===== src/rtl/bin2bcd_pkg.sv =====
// Shared constants and FSM state type for the binary-to-BCD converter.
package bin2bcd_pkg;

  localparam int          BIN_W   = 14;
  localparam int          DIGITS  = 4;
  localparam int          MAX_DEC = 9999;
  localparam logic [15:0] SAT_BCD = 16'h9999;

  typedef enum logic [1:0] {
    IDLE  = 2'd0,
    SHIFT = 2'd1,
    DONE  = 2'd2
  } state_t;

  // Largest decimal value representable in the given number of BCD digits.
  function automatic int max_dec(input int digits);
    int r;
    r = 1;
    for (int d = 0; d < digits; d++) begin
      r = r * 10;
    end
    return r - 1;
  endfunction

endpackage


===== src/rtl/bin2bcd_conv_dabble.sv =====
// Double-dabble digit correction: add 3 to a BCD digit that is 5 or more,
// so the following left shift carries correctly into the next digit.
module bcd_dabble_digit (
  input  logic [3:0] din,
  output logic [3:0] dout
);

  assign dout = (din >= 4'd5) ? din + 4'd3 : din;

endmodule


===== src/rtl/bin2bcd_conv.sv =====
// Sequential double-dabble binary-to-BCD converter, one bit per cycle,
// with valid/ready handshakes and saturation when the input exceeds the digit range.
module bin2bcd_conv
  import bin2bcd_pkg::*;
#(
  parameter int BIN_W  = bin2bcd_pkg::BIN_W,
  parameter int DIGITS = bin2bcd_pkg::DIGITS
) (
  input  logic                  clk,
  input  logic                  rst,
  input  logic                  in_valid,
  output logic                  in_ready,
  input  logic [BIN_W-1:0]      in_bin,
  output logic                  out_valid,
  input  logic                  out_ready,
  output logic [4*DIGITS-1:0]   out_bcd,
  output logic                  out_ovf
);

  localparam int              BW  = 4 * DIGITS;
  localparam int              CW  = $clog2(BIN_W + 1);
  localparam logic [BW-1:0]   SAT = {DIGITS{4'h9}};

  state_t            state_reg;
  state_t            state_next;
  logic [BIN_W-1:0]  bin_reg;
  logic [BW-1:0]     bcd_reg;
  logic [CW-1:0]     cnt_reg;
  logic              ovf_reg;
  logic [BW-1:0]     out_bcd_reg;
  logic              out_ovf_reg;

  logic [BW-1:0]     corrected;
  logic [BW-1:0]     shifted_bcd;
  logic              last_iter;
  logic              in_ovf;

  genvar gi;
  generate
    for (gi = 0; gi < DIGITS; gi++) begin : g_digit
      bcd_dabble_digit u_digit (
        .din  (bcd_reg[4*gi +: 4]),
        .dout (corrected[4*gi +: 4])
      );
    end
  endgenerate

  assign shifted_bcd = {corrected[BW-2:0], bin_reg[BIN_W-1]};
  assign last_iter   = (cnt_reg == CW'(1));
  assign in_ovf      = (int'(in_bin) > max_dec(DIGITS));

  always_ff @(posedge clk or posedge rst) begin
    if (rst) begin
      state_reg <= IDLE;
    end else begin
      state_reg <= state_next;
    end
  end

  always_comb begin
    state_next = state_reg;
    case (state_reg)
      IDLE:    if (in_valid)  state_next = SHIFT;
      SHIFT:   if (last_iter) state_next = DONE;
      DONE:    if (out_ready) state_next = IDLE;
      default:                state_next = IDLE;
    endcase
  end

  always_comb begin
    in_ready  = (state_reg == IDLE);
    out_valid = (state_reg == DONE);
  end

  // The result register is only written on the final iteration, so it keeps
  // the previous answer through IDLE and SHIFT and never shows partial values.
  always_ff @(posedge clk or posedge rst) begin
    if (rst) begin
      bin_reg     <= '0;
      bcd_reg     <= '0;
      cnt_reg     <= '0;
      ovf_reg     <= 1'b0;
      out_bcd_reg <= '0;
      out_ovf_reg <= 1'b0;
    end else begin
      case (state_reg)
        IDLE: begin
          if (in_valid) begin
            bin_reg <= in_bin;
            bcd_reg <= '0;
            cnt_reg <= CW'(BIN_W);
            ovf_reg <= in_ovf;
          end
        end
        SHIFT: begin
          bcd_reg <= shifted_bcd;
          bin_reg <= {bin_reg[BIN_W-2:0], 1'b0};
          cnt_reg <= cnt_reg - CW'(1);
          if (last_iter) begin
            out_bcd_reg <= ovf_reg ? SAT : shifted_bcd;
            out_ovf_reg <= ovf_reg;
          end
        end
        default: ;
      endcase
    end
  end

  assign out_bcd = out_bcd_reg;
  assign out_ovf = out_ovf_reg;

endmodule


===== config.mk =====
export PLATFORM = sky130hd
export DESIGN_NAME = bin2bcd_conv
export DESIGN_NICKNAME = d
export VERILOG_FILES = /design/src/rtl/bin2bcd_pkg.sv /design/src/rtl/bin2bcd_conv_dabble.sv /design/src/rtl/bin2bcd_conv.sv
export SDC_FILE = /design/constraint.sdc
export NUM_CORES = 1
export LEC_CHECK = 0
export ABC_AREA = 0
export CORE_AREA = 4 4 72 74
export DETAILED_ROUTE_END_ITERATION = 7
export DIE_AREA = 0 0 76 78
export PLACE_DENSITY = 0.9
export SKIP_LAST_GASP = 1
export SLEW_MARGIN = 10
export SYNTH_ARGS = -nofsm -noshare
export SYNTH_HDL_FRONTEND = slang
export SYNTH_SLANG_ARGS = --single-unit

===== constraint.sdc =====
create_clock -name clk -period 3.66 [get_ports clk]
set_clock_uncertainty 0.15 [all_clocks]
set_input_delay 0.366 -clock clk [delete_from_list [all_inputs] [get_ports clk]]
set_output_delay 0.366 -clock clk [all_outputs]
set_load 0.01 [all_outputs]

==> results of run 1 <==
-- layout make-up --
type	instances	area (sq um)	share of cell area, %
flip-flops and latches	54	1351	44.50
multi-input cells	196	1117	36.79
clock buffers	7	76.32	2.513
repair buffers	38	375.4	12.36
well taps	54	67.56	2.225
inverters	13	48.80	1.607
-- synth_stat cells, drive strengths merged --
cell / number
dfrtp: 54
nand2: 49
o21ai: 31
nor2: 25
a31oi: 13
inv: 13
buf: 12
a21oi: 11
ha: 10
nand3: 9
nor3: 7
nand2b: 6
nor3b: 5
xnor2: 5
a41oi: 4
a22o: 3
mux2: 3
or3b: 3
a21o: 2
nor4: 2
and2: 1
and2b: 1
and3: 1
clkbuf: 1
mux2i: 1
o211ai: 1
o22ai: 1
o2bb2ai: 1
o31ai: 1
-- per-stage QoR --
step                      instance area [sq um]  worst slack (ps)  total power [uW]  utilization (%)
after floorplan                            2586              1829              1907                -
after global placement                     2960              1647              2259            64.38
after detailed placement                   2960              1657              2333            64.38
after CTS                                  3037              1617              2647            66.04
after global routing                       3037              1495              2856            66.04
final                                      3037              1627              2635            66.04
-- per-layer routing --
metal | vias up | wire length, um
li1 | 1005 | -
met1 | 1002 | 2389
met2 | 54 | 2627
met3 | 6 | 242
met4 | 0 | 51
met5 | - | 0
-- power groups by stage --
stage          logic (uW)  clock network, uW  registers, uW
6_report             1230                313           1090
5_1_grt              1380                348           1120
4_1_cts              1240                320           1090
3_5_place_dp         1240                  0           1090
3_3_place_gp         1180                  0           1080
2_1_floorplan         823                  0           1080
-- cell families (layout without fill, tap and decap cells) --
| kind of cell | Yosys count | count (layout) | synth area share, % |
|---|---|---|---|
| and+or+nand+nor | 109 | 109 | 19.59 |
| AOI/OAI and AO/OA | 68 | 68 | 15.38 |
| DFF | 54 | 54 | 52.25 |
| buffers and inverters | 26 | 58 | 4.548 |
| adders and majority gates | 10 | 10 | 4.838 |
| xor gates and xnor gates | 5 | 5 | 1.693 |
| muxes | 4 | 4 | 1.693 |
-- worst max-delay path, delay by kind of cell, from the launching register on --
kind,cells,cell delay [ps]
buf+inv,2,600
flops,1,430
simple gates,1,190
-- worst min-delay path by stage --
stage,from,to,slack [ps],cells past startpoint
2_1_floorplan,bcd_reg[13],bcd_reg[13],320,2
3_3_place_gp,out_bcd[0],out_bcd[0],310,2
3_5_place_dp,out_bcd[0],out_bcd[0],310,2
4_1_cts,out_bcd[0],out_bcd[0],330,2
5_1_grt,out_bcd[0],out_bcd[0],360,2
6_report,out_bcd[0],out_bcd[0],330,2
==> flow_metrics.env, run 1 <==
export IMPL_yosysWarnings=0
export IMPL_vdd_drop_max_uv=461.0
export IMPL_drive_above_1_share_pct=5.844
export IMPL_slew_violations=0
export IMPL_fin_nets=336
export IMPL_wl_mm=5.310
export IMPL_worstSetupStartpoint="state_reg[0]"
export IMPL_r2r_cells=4
export IMPL_routabilityCongestion=0.8058
export IMPL_hold_violations=0
export IMPL_wl_per_cell_um=14.67
export IMPL_dr_pass1_iters=4
export IMPL_fin_cells=362
export IMPL_drtIter0Drc=133
export IMPL_postSynthCellCount=276
export IMPL_initial_core_util_pct=56.24
export IMPL_cts_sinks=54
export IMPL_ios=37
export IMPL_endpoint_kind="output pin"
export IMPL_cts_tree="yes"
export IMPL_power_switching_uw=1048
export IMPL_post_cts_buffers=0
export IMPL_rsz0062_at_grt="no"
export IMPL_viasPerCell=5.710
export IMPL_row_count=25
export IMPL_grt_overflow_total=0
export IMPL_met3_usage_pct=4.060
export IMPL_placed_cells=355
export IMPL_slew_headroom_pct=27.56
export IMPL_worstSkewPairLatency_ps=300
export IMPL_syn_cell_area_sq_mm=0.002586
export IMPL_vias=2067
export IMPL_clock_path_buffers=2
export IMPL_combPwrFrac_pct=46.8
export IMPL_worstPathMaxFanout=5
export IMPL_cts_root_buffer_cell="clkbuf_8"
export IMPL_met2_usage_pct=31.59
export IMPL_die_area_sq_mm=0.005928
export IMPL_num_fill_cells=389
export IMPL_cts_hold_buffers_added=0
export IMPL_path_clk_slew_ps=90
export IMPL_syn2layout_area_growth_pct=17.42
export IMPL_yosysSeqAreaShare_pct=52.25
export IMPL_synth_cell_types=33
export IMPL_run_status="complete, no violations"
export IMPL_drtAntennaViolNets=0
export IMPL_port_buffers=36
export IMPL_max_stage_delay_ps=530
export IMPL_setup_viol=0
export IMPL_top_usage_layer="met2"
export IMPL_crit_reg2reg_capture="out_bcd[1]"
export IMPL_ys_ff_latch=54
export IMPL_swShare_pct=39.76
export IMPL_antenna_found_initial=0
export IMPL_cp_cell_sequence="nand2b_1 -> inv_1 -> clkdlybuf4s50_1"
export IMPL_synth_area_leaders="dfrtp_1 (52%), nand2_1 (7.1%), ha_1 (4.8%), nor2_1 (3.3%), o21ai_0 (3.3%)"
export IMPL_p_per_area_mw_per_mm2=867.9
export IMPL_hold_slack_ps=326.2
export IMPL_rrSetupSlack_ps=1680
export IMPL_hp_class="reg -> reg"
export IMPL_cp_required_ps=3140
export IMPL_grt_max_degree=58
export IMPL_setup_tns_ps=0
export IMPL_yosysTopAreaCell="dfrtp_1"
export IMPL_cts_buffers=5
export IMPL_rr_startpoint="state_reg[1]"
export IMPL_post_cts_resized=0
export IMPL_h_tree_depth=2
export IMPL_die_y_um=78
export IMPL_start_kind="flop"
export IMPL_die_w_um=76
export IMPL_avgSynthCellArea_sq_um=9.370
export IMPL_grt_pass1_vias=2014
export IMPL_final_common_cell="dfrtp_1"
export IMPL_leakagePower_uw=0.001325
export IMPL_critPathArrivalTime_ps=1520
export IMPL_endpoint="out_valid"
export IMPL_worst_pin_slew_ps=1085
export IMPL_coreArea_sq_mm=0.004598
export IMPL_dpl_hpwl_mm=3.806
export IMPL_grt_pass1_wl_mm=9.087
export IMPL_cp_slowest_cell="clkdlybuf4s50_1"
export IMPL_diodes=0
export IMPL_cap_violations=0
export IMPL_fin_crit_sh_pct=55.54
export IMPL_period_minus_slack_ps=2033
export IMPL_p_clk_share_pct=11.9
export IMPL_yosysTopAreaCellShare_pct=52.25
export IMPL_syn_nets=304
export IMPL_p_seq_share_pct=41.3
export IMPL_p_int_uw=1588
export IMPL_grt_usage_pct=18.61
export IMPL_fmax_mhz=491.9
export IMPL_drc_errors=0
export IMPL_final_cell_mix="dfrtp_1 (54), nand2_1 (49), clkdlybuf4s50_1 (36)"
export IMPL_use_met1_pct=23.90
export IMPL_worst_setup_path_type="reg -> out"
No activity file was read; power rests on OpenSTA's default activity.
==> inputs of run 2 (changes only) <==
--- a/config.mk
+++ b/config.mk
@@ -6,10 +6,10 @@
 export NUM_CORES = 1
 export LEC_CHECK = 0
 export ABC_AREA = 0
-export CORE_AREA = 4 4 72 74
+export CORE_AREA = 4 4 75 77
 export DETAILED_ROUTE_END_ITERATION = 7
-export DIE_AREA = 0 0 76 78
-export PLACE_DENSITY = 0.9
+export DIE_AREA = 0 0 79 81
+export PLACE_DENSITY = 0.84
 export SKIP_LAST_GASP = 1
 export SLEW_MARGIN = 10
 export SYNTH_ARGS = -nofsm -noshare
==> constraint.sdc (replaced) <==
create_clock -name clk -period 1.9 [get_ports clk]
set_clock_uncertainty 0.15 [all_clocks]
set_input_delay 0.19 -clock clk [delete_from_list [all_inputs] [get_ports clk]]
set_output_delay 0.19 -clock clk [all_outputs]
set_load 0.01 [all_outputs]
==> flow_metrics.env, run 2 (same netlist as run 1, synthesis figures left out) <==
export IMPL_fin_crit_sh_pct=97.04
export IMPL_grt_overflow_total=0
export IMPL_initial_core_util_pct=51.62
export IMPL_slew_headroom_pct=76.14
export IMPL_routabilityCongestion=0.8770
export IMPL_wl_per_cell_um=14.24
export IMPL_setup_tns_ps=0
export IMPL_p_int_uw=3244
export IMPL_final_common_cell="dfrtp_1"
export IMPL_worst_pin_slew_ps=357.5
export IMPL_power_switching_uw=2079
export IMPL_viasPerCell=5.378
export IMPL_cts_tree="yes"
export IMPL_dpl_hpwl_mm=4.024
export IMPL_run_status="complete, no violations"
export IMPL_cap_violations=0
export IMPL_hp_class="in -> async"
export IMPL_power_uw=5323
export IMPL_grt_pass1_vias=2037
export IMPL_dr_pass1_iters=4
export IMPL_worstPathMaxFanout=5
export IMPL_hold_slack_ps=90.97
export IMPL_port_buffers=36
export IMPL_setup_viol=0
export IMPL_cp_slowest_cell="clkdlybuf4s50_1"
export IMPL_p_per_area_mw_per_mm2=1655
export IMPL_p_seq_share_pct=39.5
export IMPL_swShare_pct=39.06
export IMPL_post_cts_buffers=0
export IMPL_drtAntennaViolNets=0
export IMPL_syn2layout_area_growth_pct=24.38
export IMPL_cp_required_ps=1560
export IMPL_cts_buffers=5
export IMPL_critPathArrivalTime_ps=1500
export IMPL_wl_mm=5.538
export IMPL_clock_path_buffers=2
export IMPL_row_count=26
export IMPL_p_clk_share_pct=13.8
export IMPL_fmax_mhz=542.3
export IMPL_combPwrFrac_pct=46.8
export IMPL_vdd_drop_max_uv=925.6
export IMPL_diodes=0
export IMPL_ios=37
export IMPL_slew_violations=0
export IMPL_hold_violations=0
export IMPL_fin_nets=346
export IMPL_die_w_um=79
export IMPL_h_tree_depth=2
export IMPL_antenna_found_initial=0
export IMPL_max_stage_delay_ps=530
export IMPL_endpoint_kind="output pin"
export IMPL_die_y_um=81
export IMPL_cts_root_buffer_cell="clkbuf_8"
export IMPL_final_cell_mix="dfrtp_1 (54), nand2_1 (49), clkdlybuf4s50_1 (36)"
export IMPL_drtIter0Drc=139
export IMPL_drc_errors=0
export IMPL_worstSkewPairLatency_ps=310
export IMPL_cts_sinks=54
export IMPL_cts_hold_buffers_added=0
export IMPL_worst_setup_path_type="reg -> out"
export IMPL_coreArea_sq_mm=0.005010
export IMPL_period_minus_slack_ps=1844
export IMPL_start_kind="flop"
export IMPL_die_area_sq_mm=0.006399
export IMPL_cp_cell_sequence="nand2b_1 -> inv_1 -> clkdlybuf4s50_1"
export IMPL_leakagePower_uw=0.001408
export IMPL_vias=2092
export IMPL_rsz0062_at_grt="no"
export IMPL_grt_max_degree=55
export IMPL_path_clk_slew_ps=90
export IMPL_grt_pass1_wl_mm=9.439
export IMPL_drive_above_1_share_pct=10.97
export IMPL_grt_usage_pct=18.82
-- run 2: area by class of cell --
cell class	instances	area, sq um
multi-input cells	196	1131
flip-flops and latches	54	1351
clock buffers	8	110.1
repair buffers	48	488.0
well taps	70	87.58
inverters	13	48.80
fillers	420	1793
-- run 2: through the flow --
stage               cell area (sq um)  worst slack, ps  cells  utilization (%)
floorplan                        2586            245.4    276                -
global placement                 3093            183.0    381            61.74
detailed placement               3093            80.19    381            61.74
CTS                              3203            47.03    389            63.94
global route                     3217           0.9505    389            64.21
finish                           3217            56.15    389            64.21
-- run 2: what timing repair did --
action	4_1_cts	5_1_grt
endpoints found under the hold margin	0	0
resized for setup	0	4
setup endpoints to repair	0	5
-- run 2: power groups by stage --
| stage | registers [uW] | clock network [uW] | logic (uW) |
|---|---|---|---|
| 3_3_place_gp | 2080 | 0 | 2340 |
| 4_1_cts | 2090 | 738 | 2480 |
| 6_report | 2100 | 733 | 2490 |
| 5_1_grt | 2180 | 794 | 2780 |
| 3_5_place_dp | 2100 | 0 | 2480 |
| 2_1_floorplan | 2090 | 0 | 1580 |
-- run 2: critical path, delay by kind of cell (launching register included) --
kind | cells | cell delay (ps)
DFF | 1 | 440
buffers and inverters | 2 | 580
and+or+nand+nor | 1 | 180
-- run 2: routing by layer --
layer  up-vias  wire (um)  global-route usage, %
met5         -          0                      0
met4         0         75                  6.529
met3         9        301                  2.550
met2        65       2732                  32.24
met1       986       2428                  24.69
li1       1032          -                      -
-- run 2: path summary, 6_finish.rpt --
path / startpoint / to / slack [ps] / cells past startpoint
min: rst / bcd_reg[7] / 90 / 3
max: state_reg[0] / out_valid / 60 / 3
min reg2reg: out_bcd[9] / out_bcd[9] / 350 / 2
max reg2reg: bcd_reg[8] / bcd_reg[10] / 100 / 6
min in group clk: in_bin[0] / bin_reg[0] / 280 / 3
max in group asynchronous: rst / bcd_reg[13] / 1270 / 3
